## config.mk

```make
export PLATFORM = sky130hd
export DESIGN_NAME = hazard_ctrl
export DESIGN_NICKNAME = d
export VERILOG_FILES = /design/src/rtl/mips_pkg.sv /design/src/rtl/hazard_lu_detect.sv /design/src/rtl/hazard_ctrl.sv
export SDC_FILE = /design/constraint.sdc
export NUM_CORES = 1
export LEC_CHECK = 0
export ABC_AREA = 1
export BUFFER_PORTS_ARGS = -buffer_cell sky130_fd_sc_hd__buf_4
export CORE_ASPECT_RATIO = 1.75
export CORE_MARGIN = 2
export CORE_UTILIZATION = 54
export CTS_CLUSTER_SIZE = 12
export DETAILED_ROUTE_END_ITERATION = 8
export PLACE_DENSITY = 0.81
export SETUP_SLACK_MARGIN = 0.3
export SKIP_CTS_REPAIR_TIMING = 1
export SLEW_MARGIN = 25
export SYNTH_ARGS = -nofsm -noshare
export SYNTH_HDL_FRONTEND = slang
export SYNTH_SLANG_ARGS = --single-unit
```

## constraint.sdc

```tcl
create_clock -name clk -period 1.7 [get_ports clk]
set_input_delay 0.255 -clock clk [delete_from_list [all_inputs] [get_ports clk]]
set_output_delay 0.255 -clock clk [all_outputs]
set_load 0.01 [all_outputs]
```

## src/rtl/mips_pkg.sv

```systemverilog
// mips_pkg: shared types, widths and helpers for the MIPS pipeline control blocks
package mips_pkg;
  typedef enum logic [1:0] {RUN, MEM_WAIT, ERROR} hazard_state_t;
  localparam int REG_W = 5;
  localparam int CNT_W_DEF = 16;
  function automatic logic [31:0] sat_inc(input logic [31:0] v, input logic [31:0] lim);
    return (v == lim) ? v : v + 32'd1;
  endfunction
endpackage

```

## src/rtl/hazard_lu_detect.sv

```systemverilog
// hazard_lu_detect: combinational load-use hazard comparator between ID and ID/EX
// ports: ID source fields (id_rs, id_rt, id_uses_rt), ID/EX load info (idex_MemRead, idex_rt) -> hazard
module hazard_lu_detect
  import mips_pkg::*;
(
  input  logic             idex_MemRead,
  input  logic [REG_W-1:0] idex_rt,
  input  logic [REG_W-1:0] id_rs,
  input  logic [REG_W-1:0] id_rt,
  input  logic             id_uses_rt,
  output logic             hazard
);
  assign hazard = idex_MemRead && idex_rt != '0 &&
                  (idex_rt == id_rs || (id_uses_rt && idex_rt == id_rt));
endmodule

```

## src/rtl/hazard_ctrl.sv

```systemverilog
// hazard_ctrl: pipeline enable/flush sequencing for load-use stalls, MEM-stage branch flushes and memory freezes
// ports: clk/rst; ID and ID/EX hazard fields; EX/MEM branch and memory controls; mem_ready in;
//        per-register enables and flushes, mem_req, sticky mem_err and saturating stall/flush counters out
module hazard_ctrl
  import mips_pkg::*;
#(
  parameter int CNT_W       = CNT_W_DEF,
  parameter int MEM_TIMEOUT = 64,
  parameter int TO_W        = 8
) (
  input  logic             clk,
  input  logic             rst,
  input  logic [REG_W-1:0] id_rs,
  input  logic [REG_W-1:0] id_rt,
  input  logic             id_uses_rt,
  input  logic             idex_MemRead,
  input  logic [REG_W-1:0] idex_rt,
  input  logic             exmem_Branch,
  input  logic             exmem_zero,
  input  logic             exmem_MemRead,
  input  logic             exmem_MemWrite,
  input  logic             mem_ready,
  output logic             pc_write,
  output logic             ifid_en,
  output logic             ifid_flush,
  output logic             idex_en,
  output logic             idex_flush,
  output logic             exmem_en,
  output logic             exmem_flush,
  output logic             mem_req,
  output logic             mem_err,
  output logic [CNT_W-1:0] stall_cnt,
  output logic [CNT_W-1:0] flush_cnt
);
  localparam logic [CNT_W-1:0] CNT_MAX = '1;
  hazard_state_t   state;
  logic [TO_W-1:0] timer;
  logic            memop, lu, frz, br, lus, tmo, stall_inc;
  hazard_lu_detect u_lu (
    .idex_MemRead(idex_MemRead),
    .idex_rt     (idex_rt),
    .id_rs       (id_rs),
    .id_rt       (id_rt),
    .id_uses_rt  (id_uses_rt),
    .hazard      (lu)
  );
  assign memop = exmem_MemRead | exmem_MemWrite;
  assign frz = state == ERROR || (state == MEM_WAIT && !mem_ready) ||
               (state == RUN && memop && !mem_ready);
  // branch and load-use only act in RUN and only when memory is not freezing the pipe
  assign br  = state == RUN && !frz && exmem_Branch && exmem_zero;
  assign lus = state == RUN && !frz && !br && lu;
  assign tmo = MEM_TIMEOUT != 0 && timer == TO_W'(MEM_TIMEOUT);
  assign stall_inc = (frz && state != ERROR) || lus;
  assign pc_write    = rst || (!frz && !lus);
  assign ifid_en     = rst || (!frz && !lus);
  assign idex_en     = rst || !frz;
  assign exmem_en    = rst || !frz;
  assign ifid_flush  = rst || br;
  assign idex_flush  = rst || br || lus;
  assign exmem_flush = rst || br;
  assign mem_req     = !rst && state != ERROR && memop;
  always_ff @(posedge clk) begin
    if (rst) begin
      state     <= RUN;
      timer     <= '0;
      mem_err   <= 1'b0;
      stall_cnt <= '0;
      flush_cnt <= '0;
    end else begin
      if (stall_inc) stall_cnt <= CNT_W'(sat_inc(32'(stall_cnt), 32'(CNT_MAX)));
      if (br) flush_cnt <= CNT_W'(sat_inc(32'(flush_cnt), 32'(CNT_MAX)));
      if (state == RUN && memop && !mem_ready) begin
        state <= MEM_WAIT;
        timer <= TO_W'(1);
      end else if (state == MEM_WAIT && mem_ready) begin
        state <= RUN;
        timer <= '0;
      end else if (state == MEM_WAIT && tmo) begin
        state   <= ERROR;
        mem_err <= 1'b1;
      end else if (state == MEM_WAIT) begin
        timer <= timer + TO_W'(1);
      end
    end
  end
endmodule

```

==> summary by stage, run 1 <==
Outcome
The run finished, with violations left. The final reports fail on setup timing.

Clock tree
The root buffer selected by CTS is clkbuf_8. Counting the buffers created by CTS gives 5. The clock sink count is 43. The number of buffers on the longest clock path is 2. The clock latency reported for the late side of the worst-skew pair is 0.30 ns. The total number of H-tree levels is 2.

The CTS tree is yes. The clock edge transition at the registers on the reported setup and hold paths is 0.08 ns.

Worst setup path
STA puts the critical path data required time at 1.44 ns. The origin of the worst setup path is state[0]. Among the stages of the critical path, the cell type that occurs most often is a21oi_2.

Along the worst path, the maximum fanout reaches 4. The critical path goes through nor2_4, nand3b_4, nand2_4, a21oi_2, nand3_2, a21oi_2, inv_2, buf_6. At the worst endpoint, the arrival time is 1.51 ns. In this run the register-to-register setup slack is -0.03 ns.

The sort of element at the start of the critical path is a register. The worst setup path is captured at a primary output. The startpoint of the worst-slack reg-to-reg timing path is flush_cnt[1]. The critical path's largest stage delay is 0.39 ns. The gate family responsible for the most delay along the worst path is flip-flops. The largest individual stage delay along the critical path comes from the cell dfxtp_4. The start-to-end type of the worst setup path is reg -> out.

Together, buffers and inverters on the worst path number 2.

STA
In this run the tightest slew margin relative to its limit is 0.7310. The final setup violation count is 4. Setup repair after global routing could not meet its margin everywhere. The clock period minus worst slack is 1.760 ns. The number of endpoints with negative hold slack in the final report is 0. The count of final max-slew check failures is 0.

For the pin with the worst max-slew slack, the measured transition is 0.4031 ns. Between clock sinks in the finished design, the worst skew comes to 0.009654 ns. The final worst-path cycle share is 1.035. The maximum clock frequency is 568.1 MHz.

Setup slack on the critical path of the routed design comes to -0.06010 ns.

Cells and area
The diode insertion count for antenna repair is 0. The layout cell share with drive strength beyond 1 is 0.3855. At the end of the flow, the number of nets in the layout was 538. The layout has 320 filler cells.

From synthesis to final layout, the design area changed by 45.77%. For this run, the share of the core covered by cells in the final layout is 0.8216. The post-route cell area is 0.003901 sq mm.

Place
The congestion estimate from routability-driven global placement came to 0.9078. The cell area reported after detailed placement is 0.003252 sq mm. During placement, the flow inserted port buffers numbering 64.

Detailed placement finished with a half-perimeter wire length of 5096 microns.

Global routing
The initial antenna violation count is 0. The first-pass GRT wire length is 11100 microns. The number of global-route vias before repair is 2793. The all-layer global routing usage is 0.2434.

The maximum number of pins on one net before global-route repair is 33. The final global-route overflow total is 0.

Floorplan
After floorplanning, the core was divided into 33 placement rows. In this run the horizontal extent of the chip is 57.22 microns. For this configuration, the core starts out at a cell density of 0.5636. The top-level I/O count is 65. The floorplan step defined a die boundary enclosing 0.005557 sq mm. The area of the core region is 0.004748 sq mm. The vertical extent of the die is 97.13 microns.

Drt
For this block, the initial DRC count from the detailed router was 149. The detail route stage leaves a number of antenna-violating nets equal to 0. After detailed routing, the number of remaining DRC violations is 0. The first detailed-routing pass ran for 5 iterations. The number of vias after detailed routing is 3155. The detail-routed via count per cell is 5.604.

The post-detailed-routing wire length is 8529 microns. The average routed wire per standard cell is 15.15 microns.

Pwr
Summed over all cells, the static leakage comes to 0.001823 uW. The total power density per cell area is 554.7 mW/mm^2. The largest vdd supply drop is 0.0008831 V.

Power comes to 2164 uW.

Synthesis
The synthesized area per cell is 6.297 sq um. Ranked by instance count, the synthesized netlist is headed by 105 x nand2_1, 66 x inv_1, 57 x nor2_1, 43 x dfxtp_1, 38 x nand3_1. Of the post-synthesis cell area, the dominant cell type holds 0.3216. The total number of yosys warnings is 0. The synthesized netlist occupies a cell area of 0.002676 sq mm. The number of cells produced by synthesis is 425. In the post-synthesis netlist, the biggest area contributors are dfxtp_1 32%, nand2_1 15%, inv_1 9.3%. The commonest register cell after synthesis is dfxtp_1. Yosys instantiated no cell more often than nand2_1. The number of nets in the synthesized netlist is 453.

The number of synthesized register bits is 43. The post-synthesis cell type with the largest combined area is dfxtp_1. The fraction of registers with async set/reset is 0.

The part of the Yosys area used for sequential elements is 0.3216. The count of flip-flops with a built-in enable after synthesis is 0. Synthesis instantiated 32 different standard cells from the library.

Hold path
The class of the most critical hold timing path is in -> reg. The start point of the worst min-delay path is rst.

Run
The reported max-cap violation count is 0.
-- where the power goes --
part	switching, uW	internal (uW)
logic	241	207
registers	24.8	1020
clock network	344	328
-- final cells by class --
class	instances	area, sq um	share of cell area
repair buffers	90	726.9	0.1863
inverters	68	284.0	0.07280
flip-flops and latches	43	907.1	0.2325
clock buffers	7	86.33	0.02213
clock inverters	1	5.005	0.001283
well taps	52	65.06	0.01668
multi-input cells	302	1827	0.4682
-- per-stage QoR --
stage	TNS, ns	instances	setup slack, ns	hold WS, ns
floorplan	0	425	0.2972	0.4586
global placement	0	533	0.05830	0.4794
detailed placement	0	533	0.06971	0.4802
CTS	-0.1880	541	-0.07707	0.2162
global route	-0.5414	563	-0.1122	0.2525
finish	-0.2053	563	-0.06010	0.2479
-- final timing paths --
kind,end,cells past startpoint
worst max register to register,flush_cnt[0],9
worst min-delay path,flush_cnt[8],2
worst max-delay path,ifid_en,8
worst min register to register,timer[1],2
-- cells in the final DEF, fill, tap and decap left out, types with 3 or more instances in the layout --
cell / instances
nand2_1: 87
buf_4: 81
inv_1: 60
nor2_1: 45
nand3_1: 31
a21oi_1: 27
dfxtp_1: 24
nor2_4: 12
nand2_2: 12
dfxtp_2: 10
nand2_4: 9
a21oi_2: 9
dfxtp_4: 9
o21ai_0: 8
nand3_2: 7
o21ai_1: 7
nor3_1: 7
buf_6: 7
inv_2: 6
nand4_1: 6
nor2_2: 6
clkbuf_8: 6
nor3_4: 4
nand3_4: 3
ha_4: 3
-- flip-flops by register name, indices dropped and copies added, names as in the netlist --
name,cells
stall_cnt,16
flush_cnt,16
mem_err,1
timer,8
state,2
-- worst register-to-register path, stage by stage, from the launching register on --
cell and delay (ns):
dfxtp_4 0.38, ha_4 0.16, nand3_4 0.11, nor2_4 0.13, nand4_1 0.15, nand2_4 0.18
buf_12 0.15, clkinv_16 0.08, o21ai_1 0.19, a21oi_1 0.09
-- routing by layer --
| metal | global-route usage | wire length (microns) |
|---|---|---|
| met5 | 0 | 0 |
| met4 | 0.1199 | 357 |
| met3 | 0.03995 | 412 |
| met2 | 0.4695 | 4707 |
| met1 | 0.2349 | 3051 |
-- kinds of logic (layout without fill, tap and decap cells) --
kind of cell | after synthesis | count (layout) | synth area share
compound gates | 54 | 54 | 0.1047
buf+inv | 80 | 166 | 0.1318
simple gates | 238 | 238 | 0.4035
xor+xnor | 6 | 6 | 0.01964
fa+ha+maj | 4 | 4 | 0.01870
flops | 43 | 43 | 0.3216
(Power assumes the default switching activity.)
==> run 2, diff against run 1 <==
--- a/config.mk
+++ b/config.mk
@@ -5,14 +5,15 @@
 export SDC_FILE = /design/constraint.sdc
 export NUM_CORES = 1
 export LEC_CHECK = 0
-export ABC_AREA = 1
+export ABC_AREA = 0
 export BUFFER_PORTS_ARGS = -buffer_cell sky130_fd_sc_hd__buf_4
 export CORE_ASPECT_RATIO = 1.75
 export CORE_MARGIN = 2
-export CORE_UTILIZATION = 54
+export CORE_UTILIZATION = 52
 export CTS_CLUSTER_SIZE = 12
 export DETAILED_ROUTE_END_ITERATION = 8
-export PLACE_DENSITY = 0.81
+export GPL_TIMING_DRIVEN = 0
+export PLACE_DENSITY = 0.79
 export SETUP_SLACK_MARGIN = 0.3
 export SKIP_CTS_REPAIR_TIMING = 1
 export SLEW_MARGIN = 25
==> summary by stage, run 2 <==
Worst setup path
The type of element capturing the critical path is a primary output. The signal on the critical path passes through nor3_4, or3_1, a21o_1, o21a_1, buf_4, buf_6. Setup slack on the worst reg-to-reg path comes out at -0.22 ns.

The setup path with the least slack is of type reg -> out. The worst setup path is launched from a register. The highest fanout seen on the critical path is 5. Data on the critical path is required at its endpoint by 1.44 ns. The worst register-to-register path ends at stall_cnt[14]. STA puts the critical path data arrival time at 1.70 ns. Measured in cells, the most critical reg-to-reg path has a length of 7. The slowest stage of the critical path is the dfxtp_4 cell. The critical path's largest stage delay is 0.42 ns. The worst register-to-register path begins at state[0].

Drt
The number of vias after detailed routing is 2637. The detail-routed via count per cell is 6.090. The post-detailed-routing wire length is 7765 microns.

The count of nets left with antenna violations once routing finished came out at 0. After the first detailed-routing iteration, the DRC count stood at 71. The average routed wire per standard cell is 17.93 microns. In the routed design, unresolved DRC markers number 0. The number of detailed-routing iterations run before antenna repair is 4.

Synthesis
The commonest register cell after synthesis is dfxtp_1. After synthesis, the cell types taking the most area are dfxtp_1 37%, xnor2_1 5.6%, xor2_1 5.6%. After synthesis the cells add up to 0.002350 sq mm. The part of the Yosys area used for sequential elements is 0.3663.

The count of different cell masters after synthesis is 45. The number of nets handed over by synthesis was 306. Yosys mapped a number of flops with a built-in enable equal to 0. The total number of yosys warnings is 0. Of all cell types, the one taking the most synthesized area is dfxtp_1. The area share of the largest cell type after synthesis is 0.3663. Ranked by instance count, the synthesized netlist is headed by 43 x dfxtp_1, 32 x nor2_1, 20 x nand3_1, 19 x nand2_1, 17 x a21oi_1. The cell count after synthesis came out at 278.

For this run, asynchronously set or reset flops after synthesis account for 0. The number of synthesized register bits is 43. The library cell with the highest instance count after synthesis is dfxtp_1.

The synthesized area per cell is 8.452 sq um.

Cells and area
The most frequent standard cell in the layout excluding fill and tap cells is buf_4. The diode insertion count for antenna repair is 0. The area overhead of the layout relative to synthesis is 53.35%. The largest registers in the layout are flush_cnt (16), stall_cnt (16), timer (8).

In the final design database the tool counted 409 nets. The library cells used most frequently in the layout, excluding fill and tap cells, are 85 x buf_4, 31 x nor2_1, 24 x dfxtp_1. The total of fill cells in the finished design is 269.

The layout cell share with drive strength beyond 1 is 0.4712. The finished layout holds 433 standard cells, fillers aside.

Place
The final RePlAce weighted congestion is 0.7673. The final HPWL from detailed placement is 4793 microns. The number of placed instances, taps included, is 393. The number of port buffers is 64.

Run
Across the run, the number of max-cap violations was 0.

Floorplan
The initial utilization of the core area, before any placement, comes to 0.5384. During I/O placement, the number of pins put on the boundary was 65. The die covers 0.005094 sq mm. The area of the core region is 0.004364 sq mm. The die is 54.82 microns wide. In this run the core area contains 32 standard-cell rows. The die is 92.93 microns tall.

STA
The routed design could run at a clock period as short as 1.955 ns. At the pin with the least slew margin, the transition time is 0.5249 ns. Setup repair after global routing could not meet its margin everywhere. Once routing completed, OpenROAD measured the worst setup slack at -0.2551 ns.

The maximum clock frequency is 511.5 MHz. The number of endpoints with negative hold slack in the final report is 0. In this run the tightest slew margin relative to its limit is 0.6501.

Of the available clock period, the critical path in the final layout requires 1.150. The count of final max-slew check failures is 0. The clock skew after layout is 0.01235 ns. The final setup violation count is 33.

Clock tree
The clock edge transition at the registers on the reported setup and hold paths is 0.10 ns. The root buffer selected by CTS is clkbuf_8. The clock latency reported for the late side of the worst-skew pair is 0.31 ns. Clock tree synthesis inserted a total of 5 buffers.

TritonCTS built the clock tree. The H-tree was split into 2 levels. In this run the deepest clock path goes through 2 buffers. The clock sink count is 43.

Global routing
In the global route stage, met3 resource usage came out at 0.05484. The initial antenna violation count is 0. The layer with the highest usage is met2.

Entering global routing, the biggest net connects 15 pins. The final global-route overflow total is 0. The first global-routing pass estimated 9880 microns of wire. The routing usage on met1 is 0.2424. The all-layer global routing usage is 0.2585. For this run, global-route usage on met2 was measured as 0.4931.

The number of global-route vias before repair is 2255.

Pwr
VDD sags by at most 0.0005483 V. The total design power is 2126 uW. The analysis attributes to cell leakage a power of 0.001411 uW. For this design the ratio of total power to cell area is 590.1 mW/mm^2.

Outcome
The flow ran to the end, but the final reports show violations. The final reports fail on setup timing.

Hold path
The hold path endpoint is timer[0]. The instance count along the most critical hold path is 3. The start point of the worst min-delay path is rst. The class of the most critical hold timing path is in -> reg.
==> run 2: per-stage QoR <==
stage / util / TNS, ns / setup WS, ns / hold slack [ns] / instance area (sq um)
after floorplan: - / -2.264 / -0.2482 / 0.4423 / 2449
after global placement: 0.6858 / -8.695 / -0.5866 / 0.4699 / 2993
after detailed placement: 0.6858 / -8.934 / -0.5878 / 0.4893 / 2993
after CTS: 0.7081 / -5.837 / -0.5137 / 0.2795 / 3090
after global routing: 0.8257 / -5.976 / -0.3337 / 0.2763 / 3603
final: 0.8257 / -4.368 / -0.2551 / 0.2776 / 3603
==> run 2: per-layer routing <==
metal | wire, microns | vias up
met4 | 389 | 0
met1 | 2625 | 1262
met5 | 0 | -
li1 | - | 1224
met3 | 381 | 41
met2 | 4368 | 110
==> run 2: how the worst max path moves through the flow <==
stage	from	to	slack, ns
6_report	state[0]	pc_write	-0.26
5_1_grt	idex_rt[2]	pc_write	-0.33
4_1_cts	stall_cnt[4]	stall_cnt[2]	-0.51
3_5_place_dp	idex_rt[0]	stall_cnt[5]	-0.59
3_3_place_gp	idex_rt[0]	stall_cnt[5]	-0.59
2_1_floorplan	idex_rt[0]	stall_cnt[15]	-0.25
==> run 2: power by group <==
group / internal, uW / switching (uW)
clock: 333 / 385
sequential: 1010 / 23.4
combinational: 192 / 184
total: 1530 / 592
==> run 2: area by class of cell <==
| cell class | count | area (sq um) | area share |
|---|---|---|---|
| multi-input cells | 216 | 1627 | 0.4514 |
| flip-flops and latches | 43 | 907.1 | 0.2517 |
| repair buffers | 96 | 778.2 | 0.2160 |
| plain buffers | 13 | 105.1 | 0.02917 |
| clock buffers | 6 | 82.58 | 0.02292 |
| well taps | 51 | 63.81 | 0.01771 |
| inverters | 6 | 25.02 | 0.006944 |
| clock inverters | 2 | 15.01 | 0.004167 |
==> run 2: cells by family after synthesis <==
kind of cell               synth area share
AOI/OAI and AO/OA                    0.1331
DFF                                  0.3663
xor gates and xnor gates             0.1118
and+or+nand+nor                      0.3030
muxes                               0.02183
buffers and inverters               0.04260
adders and majority gates           0.02130
==> run 2: critical path: cells and delay by family (launching register included) <==
kind | cells | cell delay (ns)
AO/OA/AOI/OAI | 2 | 0.34
buffers and inverters | 2 | 0.26
flip-flops | 1 | 0.42
AND/OR/NAND/NOR | 2 | 0.37
